File: config.mk
export PLATFORM = sky130hd
export DESIGN_NAME = controlador_vendas
export DESIGN_NICKNAME = d
export VERILOG_FILES = /design/src/rtl/controlador_vendas.sv
export SDC_FILE = /design/constraint.sdc
export NUM_CORES = 1
export LEC_CHECK = 0
export ABC_AREA = 1
export CAP_MARGIN = 40
export CORE_AREA = 4 4 58 60
export CTS_CLUSTER_DIAMETER = 200
export DETAILED_ROUTE_END_ITERATION = 8
export DIE_AREA = 0 0 62 64
export PLACE_DENSITY = 0.95
export SLEW_MARGIN = 20
export SYNTH_ARGS = -nofsm -noshare
export SYNTH_HDL_FRONTEND = slang
export SYNTH_SLANG_ARGS = --single-unit
File: constraint.sdc
create_clock -name clock -period 5 [get_ports clock]
set_input_delay 1.5 -clock clock [delete_from_list [all_inputs] [get_ports clock]]
set_output_delay 1.5 -clock clock [all_outputs]
set_load 0.1 [all_outputs]
File: src/rtl/controlador_vendas.sv
// Priced vending sequencer: accumulates coded coins as 25-cent credit units, sells one of
// four items over a req/ack handshake and refunds the remainder as alternating change pulses.
module controlador_vendas #(
    parameter int PRICE0         = 6,
    parameter int PRICE1         = 4,
    parameter int PRICE2         = 3,
    parameter int PRICE3         = 5,
    parameter int MAX_CREDIT     = 12,
    parameter int TIMEOUT_CYCLES = 1000
) (
    input  logic       clock,
    input  logic       reset,
    input  logic       coin_valid,
    input  logic       A,
    input  logic       B,
    input  logic       sel_valid,
    input  logic [1:0] sel,
    input  logic       cancel,
    input  logic       disp_ack,
    output logic [3:0] credit,
    output logic       disp_req,
    output logic [1:0] disp_item,
    output logic       change_pulse,
    output logic       coin_reject,
    output logic       sel_denied,
    output logic       busy
);
    localparam int TW = $clog2(TIMEOUT_CYCLES);

    typedef enum logic [1:0] {IDLE, CREDIT, DISPENSE, CHANGE} state_t;

    state_t        state_q, state_d;
    logic [3:0]    credit_q, credit_d;
    logic          disp_req_q, disp_req_d;
    logic [1:0]    disp_item_q, disp_item_d;
    logic          change_pulse_q, change_pulse_d;
    logic          coin_reject_q, coin_reject_d;
    logic          sel_denied_q, sel_denied_d;
    logic          busy_q, busy_d;
    logic [TW-1:0] timer_q, timer_d;

    logic [3:0]    coin_value;
    logic [4:0]    coin_sum;
    logic [3:0]    price_sel;
    logic [TW-1:0] timer_inc;
    logic          coin_fits;
    logic          refund;

    always_comb begin
        case ({A, B})
            2'b01:   coin_value = 4'd1;
            2'b10:   coin_value = 4'd2;
            2'b11:   coin_value = 4'd4;
            default: coin_value = 4'd0;
        endcase
        case (sel)
            2'd0:    price_sel = 4'(PRICE0);
            2'd1:    price_sel = 4'(PRICE1);
            2'd2:    price_sel = 4'(PRICE2);
            default: price_sel = 4'(PRICE3);
        endcase
    end

    assign coin_sum  = {1'b0, credit_q} + {1'b0, coin_value};
    assign coin_fits = (coin_value != 4'd0) && (coin_sum <= 5'(MAX_CREDIT));
    assign timer_inc = timer_q + 1'b1;
    // Any coin or selection restarts the idle count, so it can only time out when quiet.
    assign refund    = (state_q == CREDIT) &&
                       (cancel || (!coin_valid && !sel_valid && timer_inc == TW'(TIMEOUT_CYCLES - 1)));

    always_comb begin
        state_d        = state_q;
        credit_d       = credit_q;
        disp_req_d     = disp_req_q;
        disp_item_d    = disp_item_q;
        change_pulse_d = 1'b0;
        coin_reject_d  = 1'b0;
        sel_denied_d   = 1'b0;
        timer_d        = (coin_valid || sel_valid) ? '0 : timer_inc;

        case (state_q)
            IDLE, CREDIT: begin
                coin_reject_d = coin_valid && (refund || sel_valid || cancel || !coin_fits);
                if (refund) begin
                    state_d        = CHANGE;
                    change_pulse_d = 1'b1;
                    credit_d       = credit_q - 4'd1;
                end else if (sel_valid) begin
                    if (credit_q >= price_sel) begin
                        state_d     = DISPENSE;
                        credit_d    = credit_q - price_sel;
                        disp_req_d  = 1'b1;
                        disp_item_d = sel;
                    end else begin
                        sel_denied_d = 1'b1;
                    end
                end else if (coin_valid && !cancel && coin_fits) begin
                    state_d  = CREDIT;
                    credit_d = coin_sum[3:0];
                end
            end
            DISPENSE: begin
                coin_reject_d = coin_valid;
                if (disp_ack) begin
                    disp_req_d = 1'b0;
                    if (credit_q != 4'd0) begin
                        state_d        = CHANGE;
                        change_pulse_d = 1'b1;
                        credit_d       = credit_q - 4'd1;
                    end else begin
                        state_d = IDLE;
                    end
                end
            end
            default: begin
                coin_reject_d = coin_valid;
                // The unit is taken off in the same cycle its pulse is shown.
                if (change_pulse_q) begin
                    if (credit_q == 4'd0) state_d = IDLE;
                end else begin
                    change_pulse_d = 1'b1;
                    credit_d       = credit_q - 4'd1;
                end
            end
        endcase

        if (state_d != CREDIT) timer_d = '0;
        busy_d = (state_d == DISPENSE) || (state_d == CHANGE);
    end

    always_ff @(posedge clock or negedge reset) begin
        if (!reset) begin
            state_q        <= IDLE;
            credit_q       <= 4'd0;
            disp_req_q     <= 1'b0;
            disp_item_q    <= 2'd0;
            change_pulse_q <= 1'b0;
            coin_reject_q  <= 1'b0;
            sel_denied_q   <= 1'b0;
            busy_q         <= 1'b0;
            timer_q        <= '0;
        end else begin
            state_q        <= state_d;
            credit_q       <= credit_d;
            disp_req_q     <= disp_req_d;
            disp_item_q    <= disp_item_d;
            change_pulse_q <= change_pulse_d;
            coin_reject_q  <= coin_reject_d;
            sel_denied_q   <= sel_denied_d;
            busy_q         <= busy_d;
            timer_q        <= timer_d;
        end
    end

    assign credit       = credit_q;
    assign disp_req     = disp_req_q;
    assign disp_item    = disp_item_q;
    assign change_pulse = change_pulse_q;
    assign coin_reject  = coin_reject_q;
    assign sel_denied   = sel_denied_q;
    assign busy         = busy_q;
endmodule

==> reports/metrics.cfg <==
[synthesis]
syn_avg_cell_area_um2=7.04
syn_area_mm2=0.00165
ys.flop_type=dfrtp_1
synthDistinctLibCells=28
synth_edf_count=0
syn_nets=256
ys_warn_count=0
syn_inst=235
yosys_register_bits=22
synthArstFlopShare_pct=100
yosysSeqAreaShare_pct=33.3

[timing]
fin_crit_ns=3.65
worst_slack_ns=1.35
slew_headroom_pct=69.0
tightest_slew_ns=0.463
hold_violations=0
max_freq_mhz=274
timing.hold.ws_ns=0.506
report.final.slew_viol_count=0
setup_viol=0
finClkSkew_ns=0.00297
post-route-period-util_pct=73.0
tns_ns=0
rsz0062_at_grt=false

[critical_path]
worstPathRequired_ns=5.20
arrival_ns=3.85
max_stage_delay_ns=0.50
cp_top_family=simple AND/OR/NAND/NOR gates
worst-setup-path-type=primary input to flop
crit_buf_inv=3
startpoint_type=primary input
cp_max_fo=10
crit_chain=clkdlybuf4s50_1, inv_1, nor2_1, ha_1, inv_1, fa_1, xor2_1, a21oi_1, nand2_1, nand4_1, nand2_1, a21oi_1, nand3_2, nand2_2, nor2_1
cp-end-kind=flop
critPathSlowestCell=clkdlybuf4s50_1

[finish]
final_common_cell=nand2_1
final_cell_mix=nand2_1 (65), inv_1 (35), nor2_1 (24), nand3_1 (24), dfrtp_1 (22)
diodes=0
postLayoutCellArea_mm2=0.00209
areaGrowthSynthToFinish_pct=26.1
nNetsFinal=290
drive_above_1_share_pct=12.0
final_cells=300
utilization_pct=71.2

[placement]
hpwlAfterDp_um=3270
portBuffers=20
postPlaceCellArea_mm2=0.00206
place.gp.congestion=0.995
place_inst=297
dp_slack_ns=1.02

[die]
die_h_um=64
initial_core_util_pct=56.5
dieWidth_um=62
die_area_mm2=0.00397
ioPinCount=21
rows=20
coreArea_mm2=0.00293

[clocking]
cts_setup_buffers=0
clk_path_buf_depth=2
ctsResizeCount=0
hold_buffers=0
cts_max_level=1
insertion_delay_ns=0.30
cts_tree=yes
cts_num_sinks=22
path_clk_slew_ns=0.12
root_buffer=clkbuf_4
numCtsBuffers=3

[detailed_routing]
ant_nets=0
drt-total-wl_um=3910
drtIter0Drc=54
vias_per_cell=5.48
drc=0
wl_per_cell_um=13.0
vias=1645
first_pass_iters=5

[global_route]
antenna_found_initial=0
grt_overflow_total=0
grt_max_degree=14
gr-usage-all-layers_pct=21.8
grt_pass1_vias=1597
grt_pass1_wl_um=6680

[flow_run]
maxCapViolations=0

[pwr]
ir_drop_uv=444
p_total_mw=1.29
cellPowerDensity_mw_per_mm2=619
leakagePower_nw=1.05

[run_status]
status=complete, no violations

[hold_path]
hold_path.class=flop to flop

==> logic make-up (layout without fill, tap and decap cells) <==
group,Yosys count,after routing,share of synthesized area [%]
AO/OA/AOI/OAI,23,23,8.17
XOR/XNOR,6,6,3.18
multiplexers,1,1,0.605
buffers and inverters,39,71,8.93
AND/OR/NAND/NOR,133,133,36.6
adder cells (fa/ha/maj),11,11,9.23
flip-flops,22,22,33.3
==> worst reg2reg max path: stages (launching register included) <==
cell	delay (ns)
dfrtp_1	0.45
inv_1	0.15
ha_1	0.16
inv_1	0.06
fa_1	0.38
nand2_1	0.10
nand3_1	0.13
nand2_1	0.18
o21ai_0	0.11
a21oi_1	0.23
nand2_2	0.19
nor2_1	0.14
==> layout make-up <==
cell class              count  area [µm²]
clock buffers               3        22.5
fillers                   247         842
inverters                  36         135
multi-input cells         174         956
flip-flops and latches     22         551
well taps                  33        41.3
repair buffers             32         380
==> state kept, by name, summed over array words and instances (netlist names) <==
signal / cells
busy: 1
change_pulse: 1
coin_reject: 1
credit: 4
disp_item: 2
disp_req: 1
sel_denied: 1
state_q: 1
timer_q: 10
==> final timing paths <==
| kind | start | endpoint | slack [ns] | cells past startpoint |
|---|---|---|---|---|
| max | B | timer_q[3] | 1.35 | 15 |
| min | disp_item[1] | disp_item[1] | 0.51 | 1 |
| max reg2reg | credit[0] | timer_q[3] | 2.65 | 11 |
| min reg2reg | disp_item[1] | disp_item[1] | 0.51 | 1 |
| max in group asynchronous | reset | credit[0] | 3.05 | 2 |
| min in group asynchronous | reset | timer_q[0] | 1.50 | 1 |
==> Yosys cell counts, types with 2 or more instances <==
| library cell | count | area share [%] |
|---|---|---|
| a21oi_1 | 7 | 2.1 |
| clkbuf_1 | 2 | 0.45 |
| dfrtp_1 | 22 | 33 |
| fa_1 | 2 | 2.4 |
| ha_1 | 9 | 6.8 |
| inv_1 | 35 | 7.9 |
| nand2_1 | 65 | 15 |
| nand2_2 | 5 | 1.9 |
| nand3_1 | 24 | 7.3 |
| nand3_2 | 4 | 2.4 |
| nand4_1 | 4 | 1.5 |
| nor2_1 | 24 | 5.4 |
| nor2_2 | 3 | 1.1 |
| o21a_1 | 2 | 0.91 |
| o21ai_0 | 8 | 2.4 |
| o21bai_1 | 2 | 0.91 |
| xor2_1 | 6 | 3.2 |
==> power by group <==
part / internal [mW] / switching (mW) / total [mW]
registers: 0.223 / 0.0549 / 0.278
logic: 0.324 / 0.609 / 0.933
clock network: 0.0281 / 0.0527 / 0.0808
total: 0.575 / 0.716 / 1.29
==> routing by layer <==
layer / wire length [µm] / GRT usage, % / vias up
met4: 91 / 6.37 / 0
met1: 1570 / 24.8 / 763
met2: 2020 / 39.5 / 63
li1: - / - / 807
met5: 0 / 0 / -
met3: 227 / 3.84 / 12
(Power assumes the default switching activity.)
